### config.mk
export PLATFORM = sky130hd
export DESIGN_NAME = tft_seqmod
export DESIGN_NICKNAME = d
export VERILOG_FILES = /design/src/rtl/tft_seqmod.sv
export SDC_FILE = /design/constraint.sdc
export NUM_CORES = 1
export LEC_CHECK = 0
export BUFFER_PORTS_ARGS = -buffer_cell sky130_fd_sc_hd__buf_2
export CAP_MARGIN = 20
export CORE_UTILIZATION = 62
export DETAILED_ROUTE_END_ITERATION = 16
export PLACE_DENSITY_LB_ADDON = 0.25
export SLEW_MARGIN = 20
export SYNTH_ARGS = -nofsm -noshare
export SYNTH_HDL_FRONTEND = slang
export SYNTH_SLANG_ARGS = --single-unit
### constraint.sdc
create_clock -name CLOCK -period 5.2 [get_ports CLOCK]
set_input_delay 0.52 -clock CLOCK [delete_from_list [all_inputs] [get_ports CLOCK]]
set_output_delay 0.52 -clock CLOCK [all_outputs]
set_load 0.005 [all_outputs]
### src/rtl/tft_seqmod.sv
`default_nettype none
// +----------------------------------------------------------------------------+
// | Module  : tft_seqmod                                                       |
// | Desc    : TFT call sequencer: power-up wait, init/clear/draw calls, then   |
// |           periodic clear/draw refresh. Optional watchdog via macro         |
// |           TFT_SEQ_TIMEOUT_EN.                                              |
// | Rev     : 1.0  initial release                                             |
// +----------------------------------------------------------------------------+
module tft_seqmod #(
    parameter int T_PWRUP   = 5_000_000,
    parameter int T_GAP     = 2,
    parameter int T_HOLD    = 25_000_000,
    parameter int T_TIMEOUT = 10_000_000
) (
    input  logic       CLOCK,
    input  logic       RESET,
    output logic [2:0] oCall,
    input  logic       iDone,
    input  logic       iPause,
    input  logic       iRestart,
    output logic       oBusy,
    output logic [7:0] oFrameCnt,
    output logic       oError
);

    localparam logic [2:0] S_PWRUP = 3'd0;
    localparam logic [2:0] S_INIT  = 3'd1;
    localparam logic [2:0] S_CLEAR = 3'd2;
    localparam logic [2:0] S_DRAW  = 3'd3;
    localparam logic [2:0] S_GAP   = 3'd4;
    localparam logic [2:0] S_HOLD  = 3'd5;
    localparam logic [2:0] S_ERROR = 3'd6;

    localparam logic [31:0] c_pwrup_last = 32'(T_PWRUP - 1);
    localparam logic [31:0] c_gap_last   = 32'(T_GAP - 1);
    localparam logic [31:0] c_hold_last  = 32'(T_HOLD - 1);

    logic [2:0]  r_state;
    logic [2:0]  r_next_state;
    logic [31:0] r_cnt;
    logic [2:0]  r_call;
    logic        r_busy;
    logic [7:0]  r_frame;

    logic [2:0]  w_state_nxt;
    logic [2:0]  w_next_nxt;
    logic [31:0] w_cnt_nxt;
    logic [2:0]  w_call_nxt;
    logic        w_frame_inc;
    logic        w_restart;
    logic        w_timeout;

    assign w_restart = iRestart && (r_state != S_PWRUP);

`ifdef TFT_SEQ_TIMEOUT_EN
    localparam logic [31:0] c_timeout_last = 32'(T_TIMEOUT - 1);

    // r_cnt doubles as the watchdog: it is zeroed on every entry into a call state.
    assign w_timeout = (r_state == S_INIT || r_state == S_CLEAR || r_state == S_DRAW)
                       && !iDone && (r_cnt == c_timeout_last);
`else
    logic w_unused_cfg;
    assign w_unused_cfg = (T_TIMEOUT > 0);
    assign w_timeout    = 1'b0;
`endif

    always_comb begin
        w_state_nxt = r_state;
        w_next_nxt  = r_next_state;
        w_cnt_nxt   = r_cnt;
        w_frame_inc = 1'b0;
        case (r_state)
            S_PWRUP: begin
                if (r_cnt == c_pwrup_last) begin
                    w_state_nxt = S_INIT;
                    w_cnt_nxt   = 32'd0;
                end else begin
                    w_cnt_nxt = r_cnt + 32'd1;
                end
            end
            S_INIT, S_CLEAR, S_DRAW: begin
                if (iDone) begin
                    w_state_nxt = S_GAP;
                    w_cnt_nxt   = 32'd0;
                    w_frame_inc = (r_state == S_DRAW);
                    case (r_state)
                        S_INIT:  w_next_nxt = S_CLEAR;
                        S_CLEAR: w_next_nxt = S_DRAW;
                        default: w_next_nxt = S_HOLD;
                    endcase
                end else if (w_timeout) begin
                    w_state_nxt = S_ERROR;
                    w_cnt_nxt   = 32'd0;
                end else begin
                    w_cnt_nxt = r_cnt + 32'd1;
                end
            end
            S_GAP: begin
                if (r_cnt == c_gap_last) begin
                    w_state_nxt = r_next_state;
                    w_cnt_nxt   = 32'd0;
                end else begin
                    w_cnt_nxt = r_cnt + 32'd1;
                end
            end
            S_HOLD: begin
                // Counter saturates at expiry while paused.
                if (r_cnt == c_hold_last) begin
                    if (!iPause) begin
                        w_state_nxt = S_GAP;
                        w_next_nxt  = S_CLEAR;
                        w_cnt_nxt   = 32'd0;
                    end
                end else begin
                    w_cnt_nxt = r_cnt + 32'd1;
                end
            end
            default: begin
                w_state_nxt = r_state;
            end
        endcase
        // Restart overrides everything, but a coincident draw completion still counts.
        if (w_restart) begin
            w_state_nxt = S_GAP;
            w_next_nxt  = S_INIT;
            w_cnt_nxt   = 32'd0;
        end
    end

    always_comb begin
        case (w_state_nxt)
            S_INIT:  w_call_nxt = 3'b100;
            S_CLEAR: w_call_nxt = 3'b010;
            S_DRAW:  w_call_nxt = 3'b001;
            default: w_call_nxt = 3'b000;
        endcase
    end

    always_ff @(posedge CLOCK or posedge RESET) begin
        if (RESET) begin
            r_state      <= S_PWRUP;
            r_next_state <= S_INIT;
            r_cnt        <= 32'd0;
            r_call       <= 3'b000;
            r_busy       <= 1'b0;
            r_frame      <= 8'd0;
        end else begin
            r_state      <= w_state_nxt;
            r_next_state <= w_next_nxt;
            r_cnt        <= w_cnt_nxt;
            r_call       <= w_call_nxt;
            r_busy       <= |w_call_nxt;
            if (w_frame_inc) begin
                r_frame <= r_frame + 8'd1;
            end
        end
    end

`ifdef TFT_SEQ_TIMEOUT_EN
    logic r_err;

    always_ff @(posedge CLOCK or posedge RESET) begin
        if (RESET) begin
            r_err <= 1'b0;
        end else if (w_restart) begin
            r_err <= 1'b0;
        end else if (w_timeout) begin
            r_err <= 1'b1;
        end
    end

    assign oError = r_err;
`else
    assign oError = 1'b0;
`endif

    assign oCall     = r_call;
    assign oBusy     = r_busy;
    assign oFrameCnt = r_frame;

endmodule
`default_nettype wire
==> impl_results.md <==
* Area after DPL at 0.002894 mm²
* Vias in the first global route at 2,099
* Mapped Cells at 295
* Final net count at 318
* First-pass GRT wire length at 9908 µm
* Final instance area at 0.002982 mm²
* Int Power at 0.6062 mW
* Worst setup EP type: flip-flop
* WL/cell at 15.71 µm
* Die W at 69.13 µm
* Synth area leader: dfrtp_1
* CTS tree: done
* Fmax at 349.6 MHz
* Compound-gate portion of the synthesized area at 12.32%
* RSZ-0062 raised after global routing: no
* Ports at 18
* Routed Antenna Nets at 0
* Post-synthesis area per instance at 9.471 µm²
* Leakage at 1.299 nW
* Setup-failing EPs final at 0
* Layout cell share with drive strength beyond 1 at 14.15%
* Yosys reg bits at 50
* Placed cell count at 355
* Adder-cell area share of the yosys netlist at 1.343%
* Most frequent cells in the layout: 49 x dfrtp_1, 37 x nor2_1, 25 x nand2_1
* Hold Vio Cnt, Final at 0
* Mux cell area share after synthesis at 0.4030%
* Maximum vdd drop at 214.0 µV
* Site Rows at 24
* Primary FF master, synth: dfrtp_1
* CTS sink count at 50
* Die area at 0.004779 mm²
* Core area at 0.004354 mm²
* Clock slew at reported path FFs at 0.09 ns
* Final Max Tran Viols at 0
* Startpoint types: flip-flop
* I/O Buffers at 16
* Post-Synth Simple-Gate Area at 30.63%
* PostCTS Resize Cnt at 0
* NetSw at 0.3547 mW
* Detailed Place HPWL at 4086 µm
* Setup bufs post-CTS at 0
* Critical Path Fanout Max at 13
* Mapped Area at 0.002794 mm²
* Slew @ Worst Pin at 0.8396 ns
* DRC viols at 0
* Final Wtd Congestion at 0.8381
* Sequential share of power at 48.0%
* Tcrit/Tclk final at 55.00%
* Min-delay worst type: in2async
* Worst-skew pair later-pin latency at 0.31 ns
* Fillers at 350
* Iteration-0 DRC Markers at 271
* CTS H-Tree Depth at 2
* Largest net degree at the start of global routing at 51
* Post-synthesis sequential area ratio at 44.83%
* Clock share of power at 23.1%
* Pwr dens at 322.3 mW/mm²
* Number of flops mapped to enable cells by yosys at 0
* Final min period at 2.860 ns
* Layout area overhead at 6.717%
* XOR/XNOR Fraction of Synth Area at 7.524%
* Yosys cell types at 58
* Critical Path Max Stage Delay at 0.74 ns
* Root buffer cell: clkbuf_8
* Cell at the slowest stage of the critical path: nor3b_1
* GRT Total Usage at 25.74%
* Drt total wl at 5702 µm
* Status: complete, no violations
* Maxcap violations at 0
* Starting Density at 64.17%
* Antenna violations before repair at 0
* Vias per cell at 6.168
* Post-route insts no fill at 363
* CTS buffer count at 5
* Commonest non-fill, non-tap cell in the layout: dfrtp_1
* Die extent in y at 69.13 µm
* Synth warnings at 0
* Vias at 2,239
* Worst Skew at 0.01103 ns
* Share of synthesized registers carrying an async set or reset at 100.0%
* Net Count, Synth at 303
* Post-CTS Hold Buffers at 0
* Relative slew slack at 43.90%
* CP cell instances: nand3b_1 > nor3b_1 > nand4_1 > nor4_1 > xnor2_1 > nor2_1
* Pre-Repair DR Iteration Count at 4
* CTS Buffer Depth at 2
* Global route overflow at 0
* Synth area leaders: dfrtp_1 44%, xnor2_1 5.6%, nor2_1 5.0%, nand2_1 3.4%, nand3_1 3.2%
* Sw Share at 36.91%
* Area share of the largest cell type after synthesis at 43.89%
* Diodes inserted at 0
* CP arrival at 3.03 ns
* Combinational family with the most area after synthesis: simple AND/OR/NAND/NOR gates
* Req. time, crit path at 5.37 ns
* Combinational power share at 28.9%
* Crit path kind: reg2reg
* Final TNS setup at 0 ns
critical path: cells and delay by family (launching register included):
kind / cells / cell delay (ns)
XOR/XNOR: 1 / 0.17
flip-flops: 1 / 0.55
AND/OR/NAND/NOR: 5 / 2.00
Yosys cell counts, drive strengths merged (5+ instances only):
cell / number
dfrtp: 49
o21ai: 9
nand3: 18
and3: 9
buf: 5
a22o: 5
nor3: 19
nor4: 10
nor2: 37
xor2: 6
nor2b: 5
nand4: 11
a21oi: 7
xnor2: 18
inv: 9
nand2: 26
cell families (layout without fill, tap and decap cells):
group	after synthesis	count (layout)
AND/OR/NAND/NOR	157	157
flip-flops	50	50
AO/OA/AOI/OAI	42	42
XOR/XNOR	24	24
buffers and inverters	17	33
adder cells (fa/ha/maj)	3	3
other	1	1
multiplexers	1	1
stage by stage:
step	hold WS (ns)	setup slack [ns]	total power, mW	util, %
after floorplan	0.4676	2.861	0.6885	-
after global placement	0.4586	2.381	0.7375	66.47
after detailed placement	0.4794	2.345	0.7437	66.47
after CTS	0.4869	2.420	0.9632	68.45
after global routing	0.4187	2.102	1.019	68.48
final	0.3399	2.340	0.9609	68.48
area by class of cell:
class / instances / area, µm² / area share (%)
Multi-Input combinational cell: 228 / 1463 / 49.06
Sequential cell: 50 / 1252 / 42.01
Timing Repair Buffer: 16 / 80.08 / 2.686
Clock buffer: 6 / 72.57 / 2.434
Tap cell: 52 / 65.06 / 2.182
Inverter: 9 / 35.03 / 1.175
Clock inverter: 2 / 13.76 / 0.4616
per-layer routing:
| metal | track usage (%) | part of all wire, % |
|---|---|---|
| met1 | 37.55 | 48 |
| met2 | 39.81 | 46 |
| met3 | 3.509 | 5.7 |
| met4 | 8.617 | 0.79 |
| met5 | 0 | 0 |
power by group through the flow:
| stage | clock network [mW] | logic [mW] | registers (mW) |
|---|---|---|---|
| after floorplan | 0 | 0.237 | 0.452 |
| after global placement | 0 | 0.269 | 0.469 |
| after detailed placement | 0 | 0.276 | 0.468 |
| after CTS | 0.226 | 0.276 | 0.460 |
| after global routing | 0.238 | 0.314 | 0.467 |
| final | 0.222 | 0.277 | 0.461 |
sequential cells by signal (all words and copies together), names as in the netlist:
| signal | count |
|---|---|
| r_cnt | 32 |
| oFrameCnt | 8 |
| oCall | 3 |
| r_state | 3 |
| r_next_state | 3 |
| oBusy | 1 |
worst paths after layout:
path,from,cells after the start,slack (ns),to
max,r_state[1],6,2.34,r_cnt[27]
min,RESET,2,0.34,r_cnt[6]
max reg2reg,r_state[1],6,2.34,r_cnt[27]
min reg2reg,oFrameCnt[7],1,0.49,oFrameCnt[7]
max in group asynchronous,RESET,2,4.34,r_cnt[23]
min in group CLOCK,oFrameCnt[7],1,0.49,oFrameCnt[7]
(Power assumes the default switching activity.)
